## config.mk

```make
export PLATFORM = sky130hd
export DESIGN_NAME = register_bank_ab
export DESIGN_NICKNAME = d
export VERILOG_FILES = /design/src/rtl/register_bank_ab_pkg.sv /design/src/rtl/register_bank_ab_reg_dump_fsm.sv /design/src/rtl/register_bank_ab.sv
export SDC_FILE = /design/constraint.sdc
export NUM_CORES = 2
export LEC_CHECK = 0
export BUFFER_PORTS_ARGS = -buffer_cell sky130_fd_sc_hd__buf_2
export CELL_PAD_IN_SITES_DETAIL_PLACEMENT = 1
export CELL_PAD_IN_SITES_GLOBAL_PLACEMENT = 1
export CORE_ASPECT_RATIO = 0.9
export CORE_MARGIN = 1
export CORE_UTILIZATION = 53
export DETAILED_ROUTE_END_ITERATION = 10
export GPL_ROUTABILITY_DRIVEN = 1
export PLACE_DENSITY = 0.89
export SLEW_MARGIN = 20
export SYNTH_ARGS = -nofsm -noshare
export SYNTH_HDL_FRONTEND = slang
export SYNTH_SLANG_ARGS = --single-unit
```

## constraint.sdc

```tcl
create_clock -name clk -period 44.5 [get_ports clk]
set_clock_uncertainty 0.1 [all_clocks]
set_input_delay 8.9 -clock clk [delete_from_list [all_inputs] [get_ports clk]]
set_output_delay 8.9 -clock clk [all_outputs]
set_load 0.01 [all_outputs]
```

## src/rtl/register_bank_ab_pkg.sv

```systemverilog
// Shared constants and types for the architectural register bank and its dump port.
package register_bank_ab_pkg;

    localparam int unsigned REG_ADDR_W = 5;
    localparam int unsigned NUM_REGS   = 32;

    // Well-known register indices, shared with the RegDst mux
    localparam logic [REG_ADDR_W-1:0] REG_ZERO = 5'd0;
    localparam logic [REG_ADDR_W-1:0] REG_SP   = 5'd29;
    localparam logic [REG_ADDR_W-1:0] REG_30   = 5'd30;
    localparam logic [REG_ADDR_W-1:0] REG_RA   = 5'd31;

    typedef enum logic [1:0] {
        IDLE = 2'd0,
        SEND = 2'd1,
        DONE = 2'd2
    } dump_state_e;

endpackage

```

## src/rtl/register_bank_ab_reg_dump_fsm.sv

```systemverilog
// Sequencer for the debug dump port: walks indices 0..31 over a valid/ready handshake.
module register_bank_ab_reg_dump_fsm
    import register_bank_ab_pkg::*;
(
    input  logic                  clk,
    input  logic                  reset,
    input  logic                  dump_start,
    input  logic                  dump_ready,
    output logic                  dump_valid,
    output logic [REG_ADDR_W-1:0] dump_index,
    output logic                  dump_busy,
    output logic                  dump_done
);

    dump_state_e           state;
    dump_state_e           state_next;
    logic [REG_ADDR_W-1:0] index_next;

    // Next state and index; the index saturates at the last register
    always_comb begin
        state_next = state;
        index_next = dump_index;
        unique case (state)
            IDLE: begin
                if (dump_start) begin
                    state_next = SEND;
                    index_next = '0;
                end
            end
            SEND: begin
                if (dump_ready) begin
                    if (dump_index == REG_RA) begin
                        state_next = DONE;
                    end else begin
                        index_next = REG_ADDR_W'(dump_index + 1'b1);
                    end
                end
            end
            DONE:    state_next = IDLE;
            default: state_next = IDLE;
        endcase
    end

    // Handshake outputs are registered decodes of the next state
    always_ff @(posedge clk or posedge reset) begin
        if (reset) begin
            state      <= IDLE;
            dump_index <= '0;
            dump_valid <= 1'b0;
            dump_busy  <= 1'b0;
            dump_done  <= 1'b0;
        end else begin
            state      <= state_next;
            dump_index <= index_next;
            dump_valid <= (state_next == SEND);
            dump_busy  <= (state_next != IDLE);
            dump_done  <= (state_next == DONE);
        end
    end

endmodule

```

## src/rtl/register_bank_ab.sv

```systemverilog
// 32-entry register file with write-first bypassed read ports, A/B operand latches and a dump port.
module register_bank_ab
    import register_bank_ab_pkg::*;
#(
    parameter int unsigned DATA_W   = 32,
    parameter int unsigned SP_INDEX = 29,
    parameter int unsigned SP_RESET = 227
) (
    input  logic                  clk,
    input  logic                  reset,
    input  logic                  RegWrite,
    input  logic [REG_ADDR_W-1:0] WriteReg,
    input  logic [DATA_W-1:0]     WriteData,
    input  logic [REG_ADDR_W-1:0] ReadReg1,
    input  logic [REG_ADDR_W-1:0] ReadReg2,
    input  logic                  LoadAB,
    output logic [DATA_W-1:0]     ReadData1,
    output logic [DATA_W-1:0]     ReadData2,
    output logic [DATA_W-1:0]     A,
    output logic [DATA_W-1:0]     B,
    input  logic                  dump_start,
    input  logic                  dump_ready,
    output logic                  dump_valid,
    output logic [REG_ADDR_W-1:0] dump_index,
    output logic [DATA_W-1:0]     dump_data,
    output logic                  dump_busy,
    output logic                  dump_done
);

    logic [DATA_W-1:0] mem [NUM_REGS];
    logic              wr_en;

    assign wr_en = RegWrite && (WriteReg != REG_ZERO);

    // Storage; entry 0 is never written so it reads zero forever
    always_ff @(posedge clk or posedge reset) begin
        if (reset) begin
            for (int unsigned i = 0; i < NUM_REGS; i++) begin
                mem[i] <= (i == SP_INDEX) ? DATA_W'(SP_RESET) : '0;
            end
        end else if (wr_en) begin
            mem[WriteReg] <= WriteData;
        end
    end

    // Three bypassed read muxes: rs, rt and the dump index
    assign ReadData1 = (wr_en && (WriteReg == ReadReg1))   ? WriteData : mem[ReadReg1];
    assign ReadData2 = (wr_en && (WriteReg == ReadReg2))   ? WriteData : mem[ReadReg2];
    assign dump_data = (wr_en && (WriteReg == dump_index)) ? WriteData : mem[dump_index];

    // Operand latches capture the bypassed values
    always_ff @(posedge clk or posedge reset) begin
        if (reset) begin
            A <= '0;
            B <= '0;
        end else if (LoadAB) begin
            A <= ReadData1;
            B <= ReadData2;
        end
    end

    register_bank_ab_reg_dump_fsm u_dump (
        .clk        (clk),
        .reset      (reset),
        .dump_start (dump_start),
        .dump_ready (dump_ready),
        .dump_valid (dump_valid),
        .dump_index (dump_index),
        .dump_busy  (dump_busy),
        .dump_done  (dump_done)
    );

endmodule

```

==> reports/summary.txt <==
====================================================================================================
Global placement routability congestion                                                       0.8580
Row count                                                                                        122
DPL Wire Length                                                                             141.0 mm
Post-synth cell types                                                                             51
Flip-flop cell with the highest count after synthesis                                   sky130_fd_sc_hd__dfrtp_1
Worst Slack Setup Final                                                                     21.90 ns
Tot Pwr                                                                                     3.956 mW
Sequential cell area fraction in the yosys report                                             41.69%
Ratio of total power to cell area                                                       55.38 nW/um^2
Endpoint arrival time on the critical path                                                  13.60 ns
Antenna violations before repair                                                                  15
CTS tree                                                                                       built
Via-to-Cell Ratio                                                                              8.263
Hold Fails Final Rpt                                                                               0
Combined area of all synthesized cells                                                    65920 um^2
Area added between synthesis and finish                                                       8.372%
Type of the worst setup path                                                            primary input to primary output
Crit path from                                                                           ReadReg2[0]
Most common library cell in the layout ignoring fill and taps                           sky130_fd_sc_hd__dfrtp_1
Clock buffer depth                                                                                 3
Width of the chip                                                                           373.8 um
Placeable Area                                                                           123200 um^2
Number of placed I/O pins                                                                        221
Starting density of the core                                                                  53.52%
Setup WS pre-CTS                                                                            21.83 ns
Number of fill cells in the layout                                                             11460
Pre-Repair DR Iteration Count                                                                      7
Critical register-to-register path startpoint                                           u_dump.dump_index[0]$_DFFE_PP0P_
Vertical die dimension                                                                      336.6 um
Async set-reset flop share out of synthesis                                                   100.0%
Total DRC errors in the routed layout                                                              0
Clock-pin slew reported for the worst setup and hold paths after clock tree synthesis        0.06 ns
Remaining max-slew budget at the tightest pin                                                 12.58%
Post-layout min period                                                                      22.60 ns
Clock root buffer                                                                       sky130_fd_sc_hd__clkbuf_16
Residual antenna-violating net count after detailed routing                                        0
Slew at the pin closest to its max-slew limit                                               1.299 ns
Critical Path Sink Type                                                                 primary output
Result of the run                                                                       finished, final reports clean
CTS H-Tree Depth                                                                                   3
Number of buffers inserted by port buffering                                                     220
Yosys warnings                                                                                     0
Number of clock buffers inserted by TritonCTS                                                    117
Max-cap viol count                                                                                 0
Unrepaired setup endpoints after global routing                                                   no
Postcts setup bufs                                                                                 0
Worst hold path type                                                                    register to register
Vias in the first global route                                                                 55570
Initial DRC count                                                                               7466
Count of mapped cells out of synthesis                                                          4772
Crit path required time                                                                     35.50 ns
Final nets                                                                                      4708
Fmax achieved                                                                              44.24 MHz
Maximum vdd drop                                                                          0.05598 mV
Final setup vio count                                                                              0
Mean cell area of the mapped netlist                                                      13.81 um^2
Yosys reg bits                                                                                  1098
Largest net degree at the start of global routing                                                137
Overflow after GRT                                                                                 0
Number of clock sinks seen by CTS                                                               1098
Total Negative Setup Slacks                                                                     0 ns
Post-detailed-routing wire length                                                           274.4 mm
Global routing usage summed across all routing layers                                         43.54%
Global-route wire length before repair                                                      401.1 mm
Number of hold buffers added after CTS                                                             0
Share of cells above drive strength 1                                                         45.10%
Post-detailed-route wirelength per cell                                                     43.07 um
Slew Limit Fails                                                                                   0
Source of the worst hold timing path                                                    mem[999]$_DFFE_PP0P_
Leak pwr                                                                                    31.37 nW
Worst Path Max Fanout                                                                             65
Post-cts gate resize count                                                                         0
Area of the die                                                                          125800 um^2
Type of origin of the critical path                                                     primary input
Clock latency at the later pin of the worst-skew pair                                        0.77 ns
Most frequent cells in the layout                                                       1092 x sky130_fd_sc_hd__dfrtp_1, 1023 x sky130_fd_sc_hd__mux2_2, 544 x sky130_fd_sc_hd__mux2i_1
Final Cycle Share                                                                             50.79%
Synth Net Count                                                                                 4827
Number of enable-type register cells in the synthesized netlist                                    0
Via count                                                                                      52640
====================================================================================================
-- power breakdown --
group          internal (mW)  switching [mW]
logic                  0.668           0.832
registers               1.19           0.254
clock network          0.570           0.446
total                   2.42            1.53
-- per-stage QoR --
stage	std cells	util (%)	hold slack, ns	instance area [um^2]
finish	6371	58.00	0.3289	71440
CTS	6359	57.92	0.3283	71350
global route	6360	57.97	0.3430	71420
floorplan	4772	-	0.3618	65920
detailed placement	6146	54.79	0.3099	67500
global placement	6146	54.79	0.3006	67490
-- state kept, by name (all words and copies together), names as in the netlist --
name / cells
mem: 1024
A: 32
B: 32
u_dump.dump_index: 5
u_dump.state: 2
u_dump.dump_busy: 1
u_dump.dump_done: 1
u_dump.dump_valid: 1
-- worst max-delay path: stages --
cell,delay [ns]
sky130_fd_sc_hd__buf_8,0.61
sky130_fd_sc_hd__buf_4,0.85
sky130_fd_sc_hd__buf_4,0.82
sky130_fd_sc_hd__buf_4,0.70
sky130_fd_sc_hd__mux4_2,0.38
sky130_fd_sc_hd__o22ai_1,0.13
sky130_fd_sc_hd__nor4_2,0.61
sky130_fd_sc_hd__mux2_2,0.26
sky130_fd_sc_hd__buf_2,0.13
-- cells by family (layout without fill, tap and decap cells) --
group                      count (synthesis)  in the layout  share of synthesized area [%]
AOI/OAI and AO/OA                        704            704                          8.032
xor gates and xnor gates                  17             17                         0.2258
adders and majority gates                  2              2                        0.03795
buffers and inverters                    578            553                          4.136
DFF                                     1098           1098                          41.69
muxes                                   2103           2103                          43.50
other                                      0             12                              0
and+or+nand+nor                          270            270                          2.382
-- worst paths after layout --
| path | slack (ns) | end | depth (start not counted) |
|---|---|---|---|
| hold reg to reg | 0.33 | mem[999]$_DFFE_PP0P_ | 0 |
| max in group asynchronous | 32.23 | mem[504]$_DFFE_PP0P_ | 6 |
| setup / recovery | 21.90 | ReadData2[19] | 9 |
| min in group asynchronous | 8.19 | mem[104]$_DFFE_PP0P_ | 2 |
| setup reg to reg | 41.46 | u_dump.dump_index[3]$_DFFE_PP0P_ | 5 |
| hold / removal | 0.33 | mem[999]$_DFFE_PP0P_ | 0 |
-- Yosys cell counts, drive strengths merged (3+ instances only) --
cell type | number | area share (%)
a22oi | 128 | 1.5
nor4 | 64 | 0.65
inv | 5 | 0.028
nand3 | 12 | 0.091
clkbuf | 260 | 1.5
a221oi | 64 | 0.85
nor2 | 25 | 0.14
xnor2 | 11 | 0.15
o22ai | 280 | 2.7
mux2 | 1055 | 18
mux4 | 504 | 17
or3b | 4 | 0.053
dfrtp | 1093 | 41
and3 | 64 | 0.61
nand3b | 14 | 0.16
a221o | 62 | 0.94
nand4b | 3 | 0.040
buf | 313 | 2.6
a21oi | 64 | 0.49
nand2 | 60 | 0.34
xor2 | 6 | 0.080
o41ai | 32 | 0.66
nor3 | 4 | 0.055
nor3b | 3 | 0.034
a22o | 65 | 0.86
mux2i | 544 | 8.3
dfstp | 5 | 0.20
nor2b | 3 | 0.028
nand4 | 3 | 0.028
-- layer usage --
layer	vias up	track usage, %	share of wire [%]
li1	18740	-	-
met1	26700	51.59	33
met2	5215	63.26	43
met3	1980	16.37	14
met4	12	36.28	10
met5	-	0	0.035
-- area by class of cell --
type	count	area, um^2	area share, %
antenna	12	30.03	0.04203
clock buffer	174	3465	4.849
clock inverter	39	385.4	0.5394
inverter	5	27.53	0.03853
multi-input combinational	3096	35980	50.36
sequential	1098	27490	38.47
tap	1612	2017	2.823
timing repair buffer	335	2057	2.879
No activity file was read; power rests on OpenSTA's default activity.
